## config.mk

```make
export PLATFORM = sky130hd
export DESIGN_NAME = t09_score_display_n
export DESIGN_NICKNAME = d
export VERILOG_FILES = /design/src/rtl/t09_score_pkg.sv /design/src/rtl/t09_bcd_seg7.sv /design/src/rtl/t09_score_display_n.sv
export SDC_FILE = /design/constraint.sdc
export NUM_CORES = 1
export LEC_CHECK = 0
export CAP_MARGIN = 20
export CORE_UTILIZATION = 41
export DETAILED_ROUTE_END_ITERATION = 10
export SLEW_MARGIN = 10
export SYNTH_ARGS = -nofsm -noshare
export SYNTH_HDL_FRONTEND = slang
export SYNTH_HIERARCHICAL = 1
export SYNTH_SLANG_ARGS = --single-unit
```

## constraint.sdc

```tcl
create_clock -name clk -period 4.45 [get_ports clk]
set_clock_uncertainty 0.1 [all_clocks]
set_input_delay 0.89 -clock clk [delete_from_list [all_inputs] [get_ports clk]]
set_output_delay 0.89 -clock clk [all_outputs]
set_load 0.05 [all_outputs]
```

## src/rtl/t09_score_pkg.sv

```systemverilog
// rtl/t09_score_pkg.sv - shared types and constants for the snake-game score display
package t09_score_pkg;

  typedef enum logic [1:0] {
    ST_PLAY = 2'd0,
    ST_OVER = 2'd1,
    ST_WIN  = 2'd2
  } state_t;

  typedef logic [3:0] bcd_digit_t;

  localparam logic [6:0] SEG_BLANK = 7'h00;

  // Active-high {g,f,e,d,c,b,a} codes for BCD digits 0..9
  localparam logic [6:0] SEG_CODES [10] = '{
    7'h3F, 7'h06, 7'h5B, 7'h4F, 7'h66,
    7'h6D, 7'h7D, 7'h07, 7'h7F, 7'h6F
  };

  function automatic logic [31:0] bin_to_bcd(input int unsigned value);
    logic [31:0] r;
    int unsigned v;
    r = '0;
    v = value;
    for (int i = 0; i < 8; i++) begin
      r[4*i +: 4] = 4'(v % 10);
      v = v / 10;
    end
    return r;
  endfunction

endpackage

```

## src/rtl/t09_bcd_seg7.sv

```systemverilog
// rtl/t09_bcd_seg7.sv - combinational BCD digit to seven-segment decoder with blanking
module t09_bcd_seg7
  import t09_score_pkg::*;
(
  input  bcd_digit_t  i_digit,
  input  logic        i_blank,
  output logic [6:0]  o_seg
);

  always_comb begin
    o_seg = SEG_BLANK;
    if (!i_blank && (i_digit <= 4'd9)) begin
      o_seg = SEG_CODES[i_digit];
    end
  end

endmodule

```

## src/rtl/t09_score_display_n.sv

```systemverilog
// rtl/t09_score_display_n.sv - BCD score/high-score counter, play/over/win FSM and
// multiplexed seven-segment scanner with leading-zero blanking and end-of-game blink
module t09_score_display_n
  import t09_score_pkg::*;
#(
  parameter int DIGITS      = 3,
  parameter int SCAN_CYCLES = 1000,
  parameter int BLINK_SCANS = 250,
  parameter int WIN_SCORE   = 78
) (
  input  logic                clk,
  input  logic                nRst,
  input  logic                clear_i,
  input  logic                inc_i,
  input  logic                over_i,
  input  logic                show_hi_i,
  output logic [4*DIGITS-1:0] score_o,
  output logic [4*DIGITS-1:0] hiscore_o,
  output logic                complete_o,
  output logic                won_o,
  output logic [DIGITS-1:0]   digit_sel_o,
  output logic [6:0]          seg_o
);

  localparam int W  = 4 * DIGITS;
  localparam int SW = $clog2(SCAN_CYCLES);
  localparam int IW = (DIGITS > 1) ? $clog2(DIGITS) : 1;
  localparam int BW = (BLINK_SCANS > 1) ? $clog2(BLINK_SCANS) : 1;
  localparam logic [31:0]  WIN_BCD32 = bin_to_bcd(WIN_SCORE);
  localparam logic [W-1:0] WIN_BCD   = WIN_BCD32[W-1:0];

  logic          r_inc_q, r_over_q;
  state_t        r_state, w_state_next;
  logic [W-1:0]  r_score, r_hiscore, w_score_next, w_score_inc;
  logic          w_inc_ev, w_over_ev, w_all9, w_carry, w_enter_end;
  logic [SW-1:0] r_slot;
  logic [IW-1:0] r_idx;
  logic [BW-1:0] r_rot;
  logic          r_phase, w_phase_on, w_slot_wrap, w_rot_done;
  logic [DIGITS-1:0] r_sel;
  logic [6:0]    r_seg, w_seg;
  logic [W-1:0]  w_src;
  bcd_digit_t    w_digit;
  logic          w_blank, w_zero_run;

  assign w_inc_ev  = inc_i & ~r_inc_q;
  assign w_over_ev = over_i & ~r_over_q;

  // Ripple-carry BCD increment that saturates at all nines
  always_comb begin
    w_score_inc = r_score;
    w_all9      = 1'b1;
    w_carry     = 1'b1;
    for (int k = 0; k < DIGITS; k++) begin
      if (r_score[4*k +: 4] != 4'd9) w_all9 = 1'b0;
      if (w_carry) begin
        if (r_score[4*k +: 4] == 4'd9) begin
          w_score_inc[4*k +: 4] = 4'd0;
        end else begin
          w_score_inc[4*k +: 4] = r_score[4*k +: 4] + 4'd1;
          w_carry = 1'b0;
        end
      end
    end
    if (w_all9) w_score_inc = r_score;
  end

  always_comb begin
    w_state_next = r_state;
    w_score_next = r_score;
    if (clear_i) begin
      w_state_next = ST_PLAY;
      w_score_next = '0;
    end else if (r_state == ST_PLAY) begin
      if (w_over_ev) begin
        w_state_next = ST_OVER;
      end else if (w_inc_ev) begin
        w_score_next = w_score_inc;
        if (w_score_inc == WIN_BCD) w_state_next = ST_WIN;
      end
    end
  end

  assign w_enter_end = !clear_i && (r_state == ST_PLAY) && (w_state_next != ST_PLAY);

  always_ff @(posedge clk or negedge nRst) begin
    if (!nRst) begin
      r_inc_q   <= 1'b0;
      r_over_q  <= 1'b0;
      r_state   <= ST_PLAY;
      r_score   <= '0;
      r_hiscore <= '0;
    end else begin
      r_inc_q  <= inc_i;
      r_over_q <= over_i;
      r_state  <= w_state_next;
      r_score  <= w_score_next;
      if (w_enter_end && (w_score_next > r_hiscore)) r_hiscore <= w_score_next;
    end
  end

  // Digit mux and leading-zero blanking, scanned from the most significant digit down
  always_comb begin
    w_src      = show_hi_i ? r_hiscore : r_score;
    w_digit    = w_src[3:0];
    w_blank    = 1'b0;
    w_zero_run = 1'b1;
    for (int k = DIGITS - 1; k >= 0; k--) begin
      w_zero_run = w_zero_run & (w_src[4*k +: 4] == 4'd0);
      if (r_idx == IW'(k)) begin
        w_digit = w_src[4*k +: 4];
        w_blank = w_zero_run && (k != 0);
      end
    end
  end

  t09_bcd_seg7 u_seg7 (
    .i_digit (w_digit),
    .i_blank (w_blank),
    .o_seg   (w_seg)
  );

  assign w_slot_wrap = (r_slot == SW'(SCAN_CYCLES - 1));
  assign w_rot_done  = w_slot_wrap && (r_idx == IW'(DIGITS - 1));
  assign w_phase_on  = (r_state == ST_PLAY) || r_phase;

  always_ff @(posedge clk or negedge nRst) begin
    if (!nRst) begin
      r_slot  <= '0;
      r_idx   <= '0;
      r_rot   <= '0;
      r_phase <= 1'b1;
      r_sel   <= DIGITS'(1);
      r_seg   <= 7'h3F;
    end else begin
      if (clear_i) begin
        r_slot  <= '0;
        r_idx   <= '0;
        r_rot   <= '0;
        r_phase <= 1'b1;
      end else begin
        r_slot <= w_slot_wrap ? '0 : r_slot + SW'(1);
        if (w_slot_wrap) r_idx <= (r_idx == IW'(DIGITS - 1)) ? '0 : r_idx + IW'(1);
        // Holding the blink state reset during play makes every game end start "on"
        if (r_state == ST_PLAY) begin
          r_rot   <= '0;
          r_phase <= 1'b1;
        end else if (w_rot_done) begin
          if (r_rot == BW'(BLINK_SCANS - 1)) begin
            r_rot   <= '0;
            r_phase <= ~r_phase;
          end else begin
            r_rot <= r_rot + BW'(1);
          end
        end
      end
      r_sel <= DIGITS'(1) << r_idx;
      r_seg <= w_phase_on ? w_seg : SEG_BLANK;
    end
  end

  assign score_o     = r_score;
  assign hiscore_o   = r_hiscore;
  assign complete_o  = (r_state != ST_PLAY);
  assign won_o       = (r_state == ST_WIN);
  assign digit_sel_o = r_sel;
  assign seg_o       = r_seg;

endmodule

```

==> out/qor.csv, run 1 <==
stage;metric;value;unit
timing;Fin Setup TNS;0;ns
clocking;clock latency at the later pin of the worst-skew pair;0.34;ns
synth;post-synthesis instance area;3730;µm²
cells_and_area;Total Nets Final;461;
worst_setup_path;capturing element type of the critical path;register;
timing;post-layout minimum cycle time;4.18;ns
timing;unrepaired setup endpoints after global routing;no;
timing;actual transition at the worst max-transition pin;0.960;ns
synth;proportion of register bits with asynchronous set or reset after synthesis;100;%
grt;total congestion overflow after global routing;0;
cells_and_area;Fillers;811;
route;final routed DRC violation total;0;
route;final antenna-violating net count;0;
synth;library cell occupying the most area in the post-synthesis netlist;sky130_fd_sc_hd__dfrtp_1;
pwr;power density cells;312;nW/µm²
clocking;Clock Sink Count;59;
synth;main area contributors after synthesis;sky130_fd_sc_hd__dfrtp_1 (34%), sky130_fd_sc_hd__ha_1 (8.7%), sky130_fd_sc_hd__dfstp_2 (5.6%);
floorplanning;Die Footprint;9490;µm²
cells_and_area;layout overhead on the synthesized area;21.4;%
synth;post-synthesis net count;405;
grt;first-pass GRT wire length;14800;µm
synth;sequential element share of the synthesized area;39.8;%
placed_design;placed standard-cell area;4310;µm²
route;detailed-route wire length;8620;µm
clocking;clock-pin slew on the worst setup and hold paths;0.07;ns
grt;vias in the first global route;2877;
synth;Post-synth top cells;sky130_fd_sc_hd__dfrtp_1 (51), sky130_fd_sc_hd__nor2_1 (46), sky130_fd_sc_hd__ha_1 (26), sky130_fd_sc_hd__inv_1 (26), sky130_fd_sc_hd__a21oi_1 (23);
synth;count of state elements after synthesis;59;
cells_and_area;Diodes inserted;0;
timing;max-slew violations;0;
synth;post-synthesis cell type count;61;
route;vias post-DR;3005;
timing;Max Fclk;239;MHz
placed_design;Detailed Place HPWL;6370;µm
worst_setup_path;data required time of the critical path;4.56;ns
synth;mean post-synth cell area;10.0;µm²
floorplanning;initial standard-cell utilization of the core;42.6;%
worst_setup_path;largest fanout of any net on the critical path;8;
route;via count normalized by instance count;5.54;
flow_run;reported max-cap violation count;0;
synth;most common flop cell mapped by yosys;sky130_fd_sc_hd__dfrtp_1;
pwr;largest voltage drop on the vdd net;0.154;mV
clocking;number of buffers created by CTS;9;
floorplanning;core footprint;8760;µm²
worst_setup_path;endpoint arrival time on the critical path;4.29;ns
floorplanning;total number of placement rows;34;
synth;area share of the largest cell type after synthesis;34.2;%
route;Avg WL per Cell;15.9;µm
placed_design;Buffers on Ports;41;
synth;cell count after synthesis;373;
timing;fraction of the cycle the final worst path needs;93.9;%
clocking;post-cts resize count;0;
floorplanning;I/O pin total;42;
route;first-iteration detailed-routing DRC count;191;
placed_design;global placement routability congestion;0.891;
clocking;Clk Tree Root Cell;sky130_fd_sc_hd__clkbuf_8;
min_path;min-delay worst type;register to register;
floorplanning;width of the die;97.4;µm
synth;Synthesis Warnings;6;
worst_setup_path;kind of critical path;input port to register;
floorplanning;Chip Height;97.4;µm
grt;antenna violations before repair;0;
pwr;leakage;2.03;nW
grt;total routing resource utilization after global routing;19.5;%
synth;number of enable-type register cells in the synthesized netlist;0;
clocking;Clock Tree Buf Depth;2;
clocking;htree depth;3;
clocking;TritonCTS clock tree;yes;
clocking;CTS hold repair buffers;0;
synth;leading cell type by number of instances after synthesis;sky130_fd_sc_hd__dfrtp_1;
timing;tightest slew margin relative to the limit;35.5;%
timing;hold violation total from the final report;0;
cells_and_area;Post-Layout Inst Area;4530;µm²
worst_setup_path;launching element type of the critical path;input port;
status;run status;finished, final reports clean;
timing;final setup violating endpoints;0;
grt;maximum number of pins on one net before global-route repair;37;
clocking;post-CTS setup buffer count;0;
route;number of detailed-route iterations in the first pass;6;
cells_and_area;layout cells sized above 1;15.0;%
-- sequential cells by signal, summed over array words and instances (netlist names) --
| signal | cells |
|---|---|
| score_o | 12 |
| r_idx | 2 |
| r_phase | 1 |
| r_rot | 8 |
| r_state | 2 |
| r_slot | 10 |
| seg_o | 7 |
| hiscore_o | 12 |
| r_inc_q | 1 |
| digit_sel_o | 3 |
| r_over_q | 1 |
-- cell families after synthesis --
family                     share of synthesized area [%]
muxes                                               9.12
adders and majority gates                           8.72
buffers and inverters                               5.33
xor gates and xnor gates                            2.58
AOI/OAI and AO/OA                                   14.6
DFF                                                 39.8
and+or+nand+nor                                     19.8
-- per-layer routing --
metal / share of wire [%] / global-route usage (%) / up-vias
met5: 0 / 0 / -
met4: 1.8 / 7.35 / 0
met3: 4.5 / 3.02 / 11
met2: 44 / 29.2 / 82
met1: 49 / 28.5 / 1466
li1: - / - / 1446
-- placed cells by master (no fill, tap or decap), types with 3 or more instances in the layout --
cell type                          n
sky130_fd_sc_hd__dfstp_2           8
sky130_fd_sc_hd__mux2_2            6
sky130_fd_sc_hd__clkbuf_8         13
sky130_fd_sc_hd__dfrtp_1          51
sky130_fd_sc_hd__o21a_1            3
sky130_fd_sc_hd__nor4_1            3
sky130_fd_sc_hd__mux4_2            4
sky130_fd_sc_hd__o31ai_1           5
sky130_fd_sc_hd__mux2_1           10
sky130_fd_sc_hd__ha_1             26
sky130_fd_sc_hd__nand3_1          12
sky130_fd_sc_hd__a211oi_1          3
sky130_fd_sc_hd__o21ai_0          15
sky130_fd_sc_hd__a311oi_1          3
sky130_fd_sc_hd__inv_1            26
sky130_fd_sc_hd__and3_1            8
sky130_fd_sc_hd__nand2b_1          7
sky130_fd_sc_hd__nand4_1           5
sky130_fd_sc_hd__nand2_1          12
sky130_fd_sc_hd__nor2_1           46
sky130_fd_sc_hd__xor2_1            4
sky130_fd_sc_hd__clkdlybuf4s50_1  40
sky130_fd_sc_hd__o211a_1           3
sky130_fd_sc_hd__nand4b_1          4
sky130_fd_sc_hd__and2_1            8
sky130_fd_sc_hd__xnor2_1           7
sky130_fd_sc_hd__buf_4            19
sky130_fd_sc_hd__nor3_1            7
sky130_fd_sc_hd__a21oi_1          23
sky130_fd_sc_hd__mux2i_1           7
sky130_fd_sc_hd__nor2b_1           5
-- power breakdown --
part,internal (mW),switching (mW)
clock,0.321,0.214
combinational,0.113,0.178
sequential,0.567,0.0210
total,1.00,0.414
-- path summary, 6_finish.rpt --
path | cells after the start | slack, ns | from | end
worst max-delay path | 14 | 0.27 | over_i | hiscore_o[6]
worst min-delay path | 1 | 0.39 | r_rot[6] | r_rot[6]
worst max register to register | 15 | 0.54 | score_o[5] | hiscore_o[6]
worst min register to register | 1 | 0.39 | r_rot[6] | r_rot[6]
max in group asynchronous | 2 | 2.86 | nRst | r_phase
min in group asynchronous | 1 | 0.53 | nRst | seg_o[6]
-- layout make-up --
cell class	count	area, µm²	share of cell area, %
Clock buffer	15	186	4.12
Clock inverter	1	30.0	0.663
Inverter	26	97.6	2.15
Multi-Input combinational cell	273	2050	45.2
Sequential cell	59	1490	32.8
Tap cell	108	135	2.98
Timing Repair Buffer	60	548	12.1
-- through the flow --
stage / setup slack (ns) / power (mW) / std cells / utilization (%) / hold WS [ns]
floorplan: 0.434 / 0.793 / 373 / - / 0.345
detailed placement: 0.0218 / 0.889 / 526 / 49.2 / 0.374
global route: 0.0846 / 1.48 / 542 / 51.7 / 0.409
finish: 0.270 / 1.41 / 542 / 51.7 / 0.388
global placement: 0.105 / 0.885 / 526 / 49.2 / 0.369
CTS: 0.302 / 1.43 / 542 / 51.7 / 0.389
-- critical path: stages --
cell,delay (ns)
sky130_fd_sc_hd__clkdlybuf4s50_1,0.42
sky130_fd_sc_hd__nor2b_1,0.17
sky130_fd_sc_hd__nor4b_4,0.32
sky130_fd_sc_hd__buf_4,0.23
sky130_fd_sc_hd__a31oi_1,0.09
sky130_fd_sc_hd__a311oi_1,0.39
sky130_fd_sc_hd__ha_1,0.33
sky130_fd_sc_hd__nand4_1,0.10
sky130_fd_sc_hd__nor3_1,0.05
sky130_fd_sc_hd__a2111o_1,0.42
sky130_fd_sc_hd__a221oi_2,0.20
sky130_fd_sc_hd__o21a_2,0.18
sky130_fd_sc_hd__buf_4,0.16
sky130_fd_sc_hd__mux2_1,0.33
Note: power is estimated with default switching activity, not from simulation.
==> run 2: changes to the inputs <==
--- a/config.mk
+++ b/config.mk
@@ -7,7 +7,9 @@
 export LEC_CHECK = 0
 export CAP_MARGIN = 20
 export CORE_UTILIZATION = 41
+export CTS_CLUSTER_DIAMETER = 200
 export DETAILED_ROUTE_END_ITERATION = 10
+export DONT_BUFFER_PORTS = 1
 export SLEW_MARGIN = 10
 export SYNTH_ARGS = -nofsm -noshare
 export SYNTH_HDL_FRONTEND = slang
==> out/qor.csv, run 2 (same netlist as run 1, synthesis figures left out) <==
stage;metric;value;unit
grt;first-pass GRT wire length;14400;µm
floorplanning;I/O pin total;42;
placed_design;Buffers on Ports;0;
placed_design;Detailed Place HPWL;6200;µm
pwr;switching fraction of total power;30.0;%
min_path;min-delay worst type;input port to asynchronous set/reset pin;
worst_setup_path;capturing element type of the critical path;register;
timing;actual transition at the worst max-transition pin;1.02;ns
cells_and_area;most common cell after layout, fill and taps aside;sky130_fd_sc_hd__dfrtp_1;
clocking;CTS hold repair buffers;0;
cells_and_area;layout cells sized above 1;15.5;%
floorplanning;total number of placement rows;34;
floorplanning;Die Footprint;9490;µm²
floorplanning;width of the die;97.4;µm
timing;max-slew violations;0;
timing;final setup violating endpoints;0;
clocking;clock latency at the later pin of the worst-skew pair;0.34;ns
clocking;post-cts resize count;0;
flow_run;reported max-cap violation count;0;
timing;worst hold-check slack;0.135;ns
timing;fraction of the cycle the final worst path needs;91.2;%
route;first-iteration detailed-routing DRC count;90;
pwr;largest voltage drop on the vdd net;0.126;mV
status;run status;finished, final reports clean;
floorplanning;initial standard-cell utilization of the core;42.6;%
pwr;leakage;1.85;nW
grt;total congestion overflow after global routing;0;
timing;tightest slew margin relative to the limit;32.0;%
worst_setup_path;data required time of the critical path;4.58;ns
pwr;part of the total power dissipated in sequential elements;50.3;%
route;final routed DRC violation total;0;
cells_and_area;Layout Utilization;46.4;%
route;Avg WL per Cell;17.1;µm
cells_and_area;commonest non-fill, non-tap cells in the layout;sky130_fd_sc_hd__dfrtp_1 (51), sky130_fd_sc_hd__nor2_1 (46), sky130_fd_sc_hd__inv_1 (26), sky130_fd_sc_hd__ha_1 (26), sky130_fd_sc_hd__a21oi_1 (23);
grt;maximum number of pins on one net before global-route repair;60;
timing;post-layout minimum cycle time;4.06;ns
timing;hold violation total from the final report;0;
timing;unrepaired setup endpoints after global routing;no;
pwr;cell internal pwr;0.911;mW
worst_setup_path;largest fanout of any net on the critical path;12;
clocking;number of buffers created by CTS;9;
clocking;clock-pin slew on the worst setup and hold paths;0.07;ns
grt;vias in the first global route;2716;
cells_and_area;layout overhead on the synthesized area;8.92;%
worst_setup_path;kind of critical path;register to register;
placed_design;global placement routability congestion;0.939;
cells_and_area;Diodes inserted;0;
cells_and_area;Fillers;843;
grt;total routing resource utilization after global routing;19.3;%
clocking;post-CTS setup buffer count;0;
worst_setup_path;launching element type of the critical path;register;
route;detailed-route wire length;8490;µm
clocking;htree depth;3;
timing;Fin Setup TNS;0;ns
cells_and_area;area used by sequential logic in the layout;1490;µm²
clocking;TritonCTS clock tree;yes;
pwr;power density cells;320;nW/µm²
floorplanning;core footprint;8760;µm²
route;vias post-DR;2817;
pwr;combinational cell fraction of total power;12.2;%
grt;antenna violations before repair;0;
clocking;Clock Sink Count;59;
worst_setup_path;endpoint arrival time on the critical path;4.19;ns
route;final antenna-violating net count;0;
pwr;share of power burned in the clock network;37.6;%
pwr;Net Sw Power;0.390;mW
clocking;Clk Tree Root Cell;sky130_fd_sc_hd__clkbuf_8;
clocking;Clock Tree Buf Depth;2;
cells_and_area;combined area of the multi-input logic cells;2050;µm²
timing;Max Fclk;246;MHz
cells_and_area;Total Nets Final;415;
route;number of detailed-route iterations in the first pass;4;
route;via count normalized by instance count;5.68;
floorplanning;Chip Height;97.4;µm
-- run 2: cell types whose count changed in the layout (fill, tap and decap cells not counted) --
cell	change
sky130_fd_sc_hd__clkbuf_8	-3
sky130_fd_sc_hd__clkinvlp_4	+1
sky130_fd_sc_hd__clkinv_2	+3
sky130_fd_sc_hd__clkdlybuf4s50_1	-40
sky130_fd_sc_hd__buf_4	-5
sky130_fd_sc_hd__buf_2	-1
sky130_fd_sc_hd__clkbuf_1	-1
-- run 2: per-layer routing --
layer,vias up,wire (µm),global-route usage [%]
met2,78,3720,27.4
met5,-,0,0
met4,0,153,8.03
met1,1363,4070,26.9
li1,1358,-,-
met3,18,541,6.12
-- run 2: worst paths after layout --
path	to	cells after the start	start	slack (ns)
max	hiscore_o[1]	14	score_o[5]	0.39
min	hiscore_o[7]	0	nRst	0.13
max reg2reg	hiscore_o[1]	14	score_o[5]	0.39
min reg2reg	r_slot[0]	1	r_slot[0]	0.39
max in group asynchronous	r_phase	0	nRst	3.91
min in group clk	r_slot[0]	1	r_slot[0]	0.39
-- run 2: power by group through the flow --
stage,clock (mW),combinational (mW),sequential [mW]
2_1_floorplan,0,0.127,0.666
3_3_place_gp,0,0.157,0.663
3_5_place_dp,0,0.159,0.664
4_1_cts,0.506,0.160,0.654
5_1_grt,0.523,0.178,0.657
6_report,0.488,0.159,0.653
-- run 2: metrics by stage --
step	area, µm²	worst slack, ns	total power [mW]	std cells
finish	4060	0.393	1.30	496
global route	4060	0.0677	1.36	496
CTS	4060	0.391	1.32	496
detailed placement	3870	0.299	0.823	480
global placement	3870	0.370	0.821	480
floorplan	3730	0.434	0.793	373
-- run 2: final cells by class --
type / count / share of cell area (%)
Clock buffer: 11 / 3.48
Timing Repair Buffer: 14 / 2.59
Sequential cell: 59 / 36.6
Multi-Input combinational cell: 273 / 50.3
Clock inverter: 5 / 1.29
Tap cell: 108 / 3.33
Inverter: 26 / 2.40
-- run 2: worst max-delay path, cell delays in order, from the launching register on --
cell and delay, ns:
sky130_fd_sc_hd__dfrtp_1 0.39, sky130_fd_sc_hd__inv_1 0.12, sky130_fd_sc_hd__ha_1 0.23, sky130_fd_sc_hd__nand3b_2 0.18, sky130_fd_sc_hd__nor2_1 0.30, sky130_fd_sc_hd__and3_1 0.28, sky130_fd_sc_hd__nor2_1 0.06, sky130_fd_sc_hd__a211oi_1 0.38
sky130_fd_sc_hd__ha_1 0.32, sky130_fd_sc_hd__nand4_1 0.17, sky130_fd_sc_hd__nor3_1 0.08, sky130_fd_sc_hd__a2111o_1 0.39, sky130_fd_sc_hd__a221oi_2 0.17, sky130_fd_sc_hd__o21a_2 0.38, sky130_fd_sc_hd__mux2_2 0.37
